<file path="src/rtl/stream_program_loader_if.sv">
// Byte-stream input and RAM write port of the boot-time program loader.
// master = loader side, slave = stream source / RAM side.
interface stream_program_loader_if #(
   parameter int WORD_SIZE     = 16,
   parameter int MEM_ADDR_SIZE = 8
);
   logic [7:0]               in_data;
   logic                     in_valid;
   logic                     in_ready;
   logic [MEM_ADDR_SIZE-1:0] mem_addr;
   logic [WORD_SIZE-1:0]     mem_write_data;
   logic                     mem_write;

   modport master (
      input  in_data, in_valid,
      output in_ready, mem_addr, mem_write_data, mem_write
   );
   modport slave (
      output in_data, in_valid,
      input  in_ready, mem_addr, mem_write_data, mem_write
   );
endinterface

</file>
<file path="src/rtl/stream_program_loader.sv">
// Boot loader: word-count header, big-endian byte packing, one RAM write per word.
// Define LOADER_CHECKSUM_EN to require an XOR trailer word after the payload.
module stream_program_loader #(
   parameter int WORD_SIZE     = 16,
   parameter int MEM_ADDR_SIZE = 8,
   parameter int LOAD_BASE     = 0
) (
   input  logic                     clock,
   input  logic                     reset,
   input  logic                     start_load,
   stream_program_loader_if.master  bus,
   output logic                     load_complete,
   output logic                     load_error,
   output logic [MEM_ADDR_SIZE:0]   words_loaded
);
   localparam int BPW = WORD_SIZE / 8;
   localparam int BW  = (BPW > 1) ? $clog2(BPW) : 1;
   // Header compare width: wide enough for both the header word and 2^MEM_ADDR_SIZE.
   localparam int CW  = (WORD_SIZE > MEM_ADDR_SIZE + 1) ? WORD_SIZE + 1 : MEM_ADDR_SIZE + 2;
   localparam logic [CW-1:0] DEPTH = CW'(1) << MEM_ADDR_SIZE;

   typedef enum logic [2:0] {
      IDLE, HEADER, DATA, WRITE,
`ifdef LOADER_CHECKSUM_EN
      CHECK,
`endif
      DONE, ERROR
   } state_t;

   state_t                 state;
   logic [WORD_SIZE-1:0]   asm_word, asm_next;
   logic [BW-1:0]          byte_cnt;
   logic [MEM_ADDR_SIZE:0] word_total;
   logic [CW-1:0]          hdr_ext;
   logic                   xfer, byte_last;
`ifdef LOADER_CHECKSUM_EN
   logic [WORD_SIZE-1:0]   csum;
`endif

   always_comb begin
      asm_next  = WORD_SIZE'({asm_word, bus.in_data});
      hdr_ext   = CW'(asm_next);
      xfer      = bus.in_valid & bus.in_ready;
      byte_last = (byte_cnt == BW'(BPW - 1));
   end

   always_ff @(posedge clock or posedge reset) begin
      if (reset) begin
         state              <= IDLE;
         asm_word           <= '0;
         byte_cnt           <= '0;
         word_total         <= '0;
         bus.in_ready       <= 1'b0;
         bus.mem_addr       <= '0;
         bus.mem_write_data <= '0;
         bus.mem_write      <= 1'b0;
         load_complete      <= 1'b0;
         load_error         <= 1'b0;
         words_loaded       <= '0;
`ifdef LOADER_CHECKSUM_EN
         csum               <= '0;
`endif
      end else begin
         bus.mem_write <= 1'b0;
         if (!start_load && state != IDLE) begin
            // Abort: partial word is dropped, status cleared.
            state         <= IDLE;
            bus.in_ready  <= 1'b0;
            byte_cnt      <= '0;
            load_complete <= 1'b0;
            load_error    <= 1'b0;
            words_loaded  <= '0;
         end else begin
            case (state)
               IDLE: if (start_load) begin
                  state        <= HEADER;
                  bus.in_ready <= 1'b1;
                  byte_cnt     <= '0;
                  words_loaded <= '0;
`ifdef LOADER_CHECKSUM_EN
                  csum         <= '0;
`endif
               end
               HEADER: if (xfer) begin
                  asm_word <= asm_next;
                  if (!byte_last) byte_cnt <= byte_cnt + 1'b1;
                  else begin
                     byte_cnt   <= '0;
                     word_total <= hdr_ext[MEM_ADDR_SIZE:0];
                     if (asm_next == '0) begin
`ifdef LOADER_CHECKSUM_EN
                        state <= CHECK;
`else
                        state         <= DONE;
                        bus.in_ready  <= 1'b0;
                        load_complete <= 1'b1;
`endif
                     end else if (hdr_ext > DEPTH) begin
                        state        <= ERROR;
                        bus.in_ready <= 1'b0;
                        load_error   <= 1'b1;
                     end else begin
                        state <= DATA;
                     end
                  end
               end
               DATA: if (xfer) begin
                  asm_word <= asm_next;
                  if (!byte_last) byte_cnt <= byte_cnt + 1'b1;
                  else begin
                     byte_cnt           <= '0;
                     state              <= WRITE;
                     bus.in_ready       <= 1'b0;
                     bus.mem_write      <= 1'b1;
                     bus.mem_addr       <= MEM_ADDR_SIZE'(LOAD_BASE + int'(words_loaded));
                     bus.mem_write_data <= asm_next;
                  end
               end
               WRITE: begin
                  words_loaded <= words_loaded + 1'b1;
`ifdef LOADER_CHECKSUM_EN
                  csum         <= csum ^ bus.mem_write_data;
`endif
                  if ((words_loaded + 1'b1) == word_total) begin
`ifdef LOADER_CHECKSUM_EN
                     state        <= CHECK;
                     bus.in_ready <= 1'b1;
`else
                     state         <= DONE;
                     load_complete <= 1'b1;
`endif
                  end else begin
                     state        <= DATA;
                     bus.in_ready <= 1'b1;
                  end
               end
`ifdef LOADER_CHECKSUM_EN
               CHECK: if (xfer) begin
                  asm_word <= asm_next;
                  if (!byte_last) byte_cnt <= byte_cnt + 1'b1;
                  else begin
                     byte_cnt     <= '0;
                     bus.in_ready <= 1'b0;
                     if (asm_next == csum) begin
                        state         <= DONE;
                        load_complete <= 1'b1;
                     end else begin
                        state      <= ERROR;
                        load_error <= 1'b1;
                     end
                  end
               end
`endif
               DONE, ERROR: ;
               default: begin
                  state        <= IDLE;
                  bus.in_ready <= 1'b0;
               end
            endcase
         end
      end
   end
endmodule

</file>
<file path="src/flat_wrapper.sv">
// flat-port wrapper written by rule: the top's interface ports become plain ports
module stream_program_loader_flat 
#(
   parameter int WORD_SIZE     = 16,
   parameter int MEM_ADDR_SIZE = 8,
   parameter int LOAD_BASE     = 0
)
  (clock, reset, start_load, load_complete, load_error, words_loaded, bus_in_data, bus_in_valid, bus_in_ready, bus_mem_addr, bus_mem_write_data, bus_mem_write);
  stream_program_loader_if #(.WORD_SIZE(WORD_SIZE), .MEM_ADDR_SIZE(MEM_ADDR_SIZE)) bus_i ();
  input  logic clock;
  input  logic reset;
  input  logic start_load;
  output logic load_complete;
  output logic load_error;
  output logic [MEM_ADDR_SIZE:0] words_loaded;
  input wire logic [$bits(bus_i.in_data)-1:0] bus_in_data;
  input wire logic [$bits(bus_i.in_valid)-1:0] bus_in_valid;
  output wire logic [$bits(bus_i.in_ready)-1:0] bus_in_ready;
  output wire logic [$bits(bus_i.mem_addr)-1:0] bus_mem_addr;
  output wire logic [$bits(bus_i.mem_write_data)-1:0] bus_mem_write_data;
  output wire logic [$bits(bus_i.mem_write)-1:0] bus_mem_write;
  assign bus_i.in_data = bus_in_data;
  assign bus_i.in_valid = bus_in_valid;
  assign bus_in_ready = bus_i.in_ready;
  assign bus_mem_addr = bus_i.mem_addr;
  assign bus_mem_write_data = bus_i.mem_write_data;
  assign bus_mem_write = bus_i.mem_write;
  stream_program_loader #(.WORD_SIZE(WORD_SIZE), .MEM_ADDR_SIZE(MEM_ADDR_SIZE), .LOAD_BASE(LOAD_BASE)) u_core (.clock(clock), .reset(reset), .start_load(start_load), .bus(bus_i), .load_complete(load_complete), .load_error(load_error), .words_loaded(words_loaded));
endmodule
</file>
<file path="config.mk">
export PLATFORM = sky130hd
export DESIGN_NAME = stream_program_loader_flat
export DESIGN_NICKNAME = d
export VERILOG_FILES = /design/src/rtl/stream_program_loader_if.sv /design/src/rtl/stream_program_loader.sv /design/src/flat_wrapper.sv
export SDC_FILE = /design/constraint.sdc
export NUM_CORES = 1
export LEC_CHECK = 0
export ABC_CLOCK_PERIOD_IN_PS = 3900
export CELL_PAD_IN_SITES_DETAIL_PLACEMENT = 1
export CELL_PAD_IN_SITES_GLOBAL_PLACEMENT = 1
export CORE_ASPECT_RATIO = 1.5
export CORE_MARGIN = 5
export CORE_UTILIZATION = 43
export DETAILED_ROUTE_END_ITERATION = 6
export PLACE_DENSITY_LB_ADDON = 0.1
export SYNTH_ARGS = -nofsm -noshare
export SYNTH_HDL_FRONTEND = slang
export SYNTH_SLANG_ARGS = --single-unit
</file>
<file path="constraint.sdc">
create_clock -name clock -period 3.9 [get_ports clock]
set_input_delay 0.39 -clock clock [delete_from_list [all_inputs] [get_ports clock]]
set_output_delay 0.39 -clock clock [all_outputs]
set_load 0.02 [all_outputs]
</file>
==> results_tabular.tex <==
\begin{tabular}{lr}
\hline
Metric & Value \\
\hline
\multicolumn{2}{l}{\textbf{Outcome}} \\
\quad Outcome & complete, no violations \\
\multicolumn{2}{l}{\textbf{CTS}} \\
\quad Number of buffers added by the clock tree synthesis step & 9 \\
\quad Post-CTS resize count & 0 \\
\quad CTS clock-pin slew for the worst setup and hold paths & 70 ps \\
\quad CTS sink count & 58 \\
\quad Bufs on Longest Clock Path & 2 \\
\quad Setup fix buffers added after clock tree synthesis & 0 \\
\quad H-Tree Depth & 3 \\
\quad CTS tree & done \\
\quad Clk\_lat worst skew & 340 ps \\
\quad Buffer type at the clock tree root & clkbuf\_8 \\
\quad Hold-fix buffers, CTS & 0 \\
\multicolumn{2}{l}{\textbf{Place}} \\
\quad Placement Cell Area & 3390 um2 \\
\quad Number of buffers inserted by port buffering & 48 \\
\quad Placed instance count & between 400 and 500 \\
\quad Routability-driven placement congestion ratio & 0.855 \\
\quad Post-DP HPWL & 5.54 mm \\
\multicolumn{2}{l}{\textbf{Routing}} \\
\quad Total number of vias & around 2400 \\
\quad Average wire per standard cell & 18.2 um \\
\quad Post-route antenna net violation count & 0 \\
\quad Total length of routed met2 wires & 4.16 mm \\
\quad Highest metal layer with signal wires & met4 \\
\quad DRC marker count from the first detailed-route iteration & about 110 \\
\quad First drt pass iteration count & 4 \\
\quad WL met1 & 3.30 mm \\
\quad Wire length after detailed routing & 7.89 mm \\
\quad Number of vias per cell & 5.62 \\
\quad DRC violations left & 0 \\
\quad Routed wire length on met3 & 270 um \\
\multicolumn{2}{l}{\textbf{Timing}} \\
\quad Min Tclk post-route & 2410 ps \\
\quad Worst max-slew margin expressed relative to the limit & 0.445 \\
\quad Period utilisation layout & 0.617 \\
\quad Final-report max-slew violation count & 0 \\
\quad Final count of negative-setup-slack endpoints & 0 \\
\quad Total negative slack for setup checks & 0 ps \\
\quad Transition at the pin with the smallest max-transition slack & 831 ps \\
\quad Hold Vio Cnt, Final & 0 \\
\quad Largest clock skew in the final design & approximately 7 ps \\
\quad Maximum achievable frequency & 415 MHz \\
\quad Unrepaired setup endpoints after global routing & no \\
\multicolumn{2}{l}{\textbf{Pwr}} \\
\quad Total power divided by cell area & 412 nW/um2 \\
\quad Worst ir drop on vdd & 0.312 mV \\
\quad Leakage & approximately 0.0016 uW \\
\multicolumn{2}{l}{\textbf{Die}} \\
\quad Initial Utilization & 0.446 \\
\quad Io pins & 49 \\
\quad X dimension of the die & between 70 and 80 um \\
\quad Placeable Area & about 6500 um2 \\
\quad Die area & $\sim$8600 um2 \\
\quad Die Ht & 111 um \\
\quad Number of rows created at floorplan & 36 \\
\multicolumn{2}{l}{\textbf{Yosys}} \\
\quad Portion of netlist area occupied by mux cells & 0.0692 \\
\quad Cell count after synthesis & 313 \\
\quad Yosys Warn Count & 0 \\
\quad Synthesized net count & 326 \\
\quad Avg Inst Size Synth & 9.30 um2 \\
\quad Total standard cell area after synthesis & 2910 um2 \\
\quad Synth Area in Simple Gates & 0.230 \\
\quad Synth unique cells & 50 \\
\quad Most used DFF post-synth & dfrtp\_1 \\
\quad Adder-cell share of the synthesized area & 0.00430 \\
\quad Synth Area in Compound Gates & 0.125 \\
\quad Async set or reset register ratio after synthesis & 1.00 \\
\quad Sequential share of the synthesized area & 0.498 \\
\quad Combinational family with the most area after synthesis & simple AND/OR/NAND/NOR gates \\
\quad Register bit total from synthesis & between 50 and 60 \\
\quad Count of flip-flops with a built-in enable after synthesis & 0 \\
\quad Xor and xnor area share after synthesis & 0.0301 \\
\multicolumn{2}{l}{\textbf{Layout}} \\
\quad Fin cells & between 400 and 500 \\
\quad Signed area change from the synthesized netlist to the final layout & 22.9\% \\
\quad Summed area of non-filler cells in the final layout & 3580 um2 \\
\quad Footprint of the multi-input gates & 1340 um2 \\
\quad Area taken by flip-flops and latches & 1450 um2 \\
\quad Utilization of the core after routing & 0.548 \\
\quad Layout cells sized above 1 & 0.109 \\
\quad Total Nets Final & 367 \\
\quad Number of antenna cells inserted & 0 \\
\quad Filler Cells Inserted & 751 \\
\multicolumn{2}{l}{\textbf{GRT}} \\
\quad Aggregate global-route resource usage & 0.196 \\
\quad Maximum number of pins on one net before global-route repair & 40 \\
\quad Global-route wire length before repair & 13.5 mm \\
\quad Via count of the first global-routing pass & 2618 \\
\quad Number of antenna violations at the first check in global routing & 0 \\
\quad Total congestion overflow & 0 \\
\multicolumn{2}{l}{\textbf{Setup path}} \\
\quad Kind of critical path & flip-flop to flip-flop \\
\quad Data arrival at the endpoint of the critical path & 2630 ps \\
\quad Crit path capture type & flip-flop \\
\quad CP startpoint kind & flip-flop \\
\quad Worst-path maximum fanout & 9 \\
\quad CP Data Required Time & around 4000 ps \\
\multicolumn{2}{l}{\textbf{Flow run}} \\
\quad Max-capacitance violation count & 0 \\
\multicolumn{2}{l}{\textbf{Hold path}} \\
\quad Worst hold-check path type & flip-flop to flip-flop \\
\hline
\end{tabular}
[stage by stage]
step           worst slack [ps]  hold WS, ps  total power (uW)
6_report                   1490          478              1480
3_3_place_gp               1310          459               933
5_1_grt                    1340          512              1540
2_1_floorplan              1710          448               862
3_5_place_dp               1220          466               942
4_1_cts                    1510          482              1490
[kinds of logic (layout without fill, tap and decap cells)]
family | after synthesis | after routing
adder cells (fa/ha/maj) | 1 | 1
AO/OA/AOI/OAI | 57 | 57
AND/OR/NAND/NOR | 145 | 145
flip-flops | 58 | 58
XOR/XNOR | 10 | 10
multiplexers | 18 | 18
buffers and inverters | 24 | 69
[flip-flops by register name, indices dropped and copies added, names as in the netlist]
| signal | flops |
|---|---|
| u_core.bus.in_ready | 1 |
| u_core.word_total | 9 |
| u_core.byte_cnt | 1 |
| u_core.asm_word | 8 |
| u_core.load_error | 1 |
| u_core.bus.mem_write_data | 16 |
| u_core.bus.mem_write | 1 |
| u_core.words_loaded | 9 |
| u_core.load_complete | 1 |
| u_core.state | 3 |
| u_core.bus.mem_addr | 8 |
[cell usage in the layout, fill, tap and decap left out, types with 7 or more instances in the layout]
cell type,instances
nand2_1,89
a21oi_1,13
clkbuf_8,10
nand3_1,10
nor3_1,7
nor2_1,11
clkdlybuf4s50_1,48
o21ai_0,19
mux2_2,17
xnor2_1,7
dfrtp_1,58
[synth_stat cells, types with 2 or more instances]
master      n  area share
nand2_1    89        0.11
dfrtp_1    58        0.50
o21ai_0    19       0.033
mux2_2     17       0.066
a21oi_1    13       0.022
nor2_1     11       0.014
nand3_1    10       0.017
buf_2       8       0.014
nor3_1      7       0.012
xnor2_1     7       0.021
clkbuf_1    6      0.0077
nor2b_1     6       0.013
and3_1      5       0.011
o31ai_1     5       0.013
buf_4       4       0.010
inv_1       4      0.0052
or4_1       3      0.0077
xor2_1      3      0.0090
nand4_1     2      0.0043
nor3b_1     2      0.0052
o21a_1      2      0.0052
o2bb2ai_1   2      0.0060
o41ai_1     2      0.0060
or2_2       2      0.0043
[critical path, cell delays in order, from the launching register on]
cell and delay [ps]:
dfrtp_1 490, ha_1 350, and2_0 320, a21oi_1 120, nor4b_2 230, o2111ai_1 170
or2_1 330, o311a_1 300
[area by class of cell]
| type | instances | share of cell area |
|---|---|---|
| clock buffers | 12 | 0.0405 |
| inverters | 4 | 0.00419 |
| multi-input cells | 231 | 0.374 |
| clock inverters | 3 | 0.0112 |
| flip-flops and latches | 58 | 0.405 |
| well taps | 76 | 0.0266 |
| repair buffers | 50 | 0.138 |
[power breakdown]
part	switching (uW)	total (uW)	leakage, uW	internal, uW
logic	97.1	200	0.000729	103
registers	72.4	733	0.000784	660
clock network	235	543	0.0000962	307
total	405	1480	0.00161	1070
[final timing paths]
| path | cells past startpoint | from | endpoint | slack (ps) |
|---|---|---|---|---|
| min | 2 | u_core.bus.mem_write_data[2]$_DFFE_PP0P_ | u_core.bus.mem_write_data[2]$_DFFE_PP0P_ | 480 |
| max in group asynchronous | 3 | reset | u_core.bus.mem_addr[1]$_DFFE_PP0P_ | 2580 |
| min reg2reg | 2 | u_core.bus.mem_write_data[2]$_DFFE_PP0P_ | u_core.bus.mem_write_data[2]$_DFFE_PP0P_ | 480 |
| max | 7 | u_core.words_loaded[0]$_DFFE_PP0P_ | u_core.bus.in_ready$_DFFE_PP0P_ | 1490 |
| min in group asynchronous | 2 | reset | u_core.state[0]$_DFFE_PP0P_ | 540 |
| max reg2reg | 7 | u_core.words_loaded[0]$_DFFE_PP0P_ | u_core.bus.in_ready$_DFFE_PP0P_ | 1490 |
[per-layer routing]
layer,vias to the layer above,GRT usage
li1,1154,-
met1,1222,0.243
met2,49,0.332
met3,15,0.0301
met4,0,0.0814
met5,-,0
(Power assumes the default switching activity.)
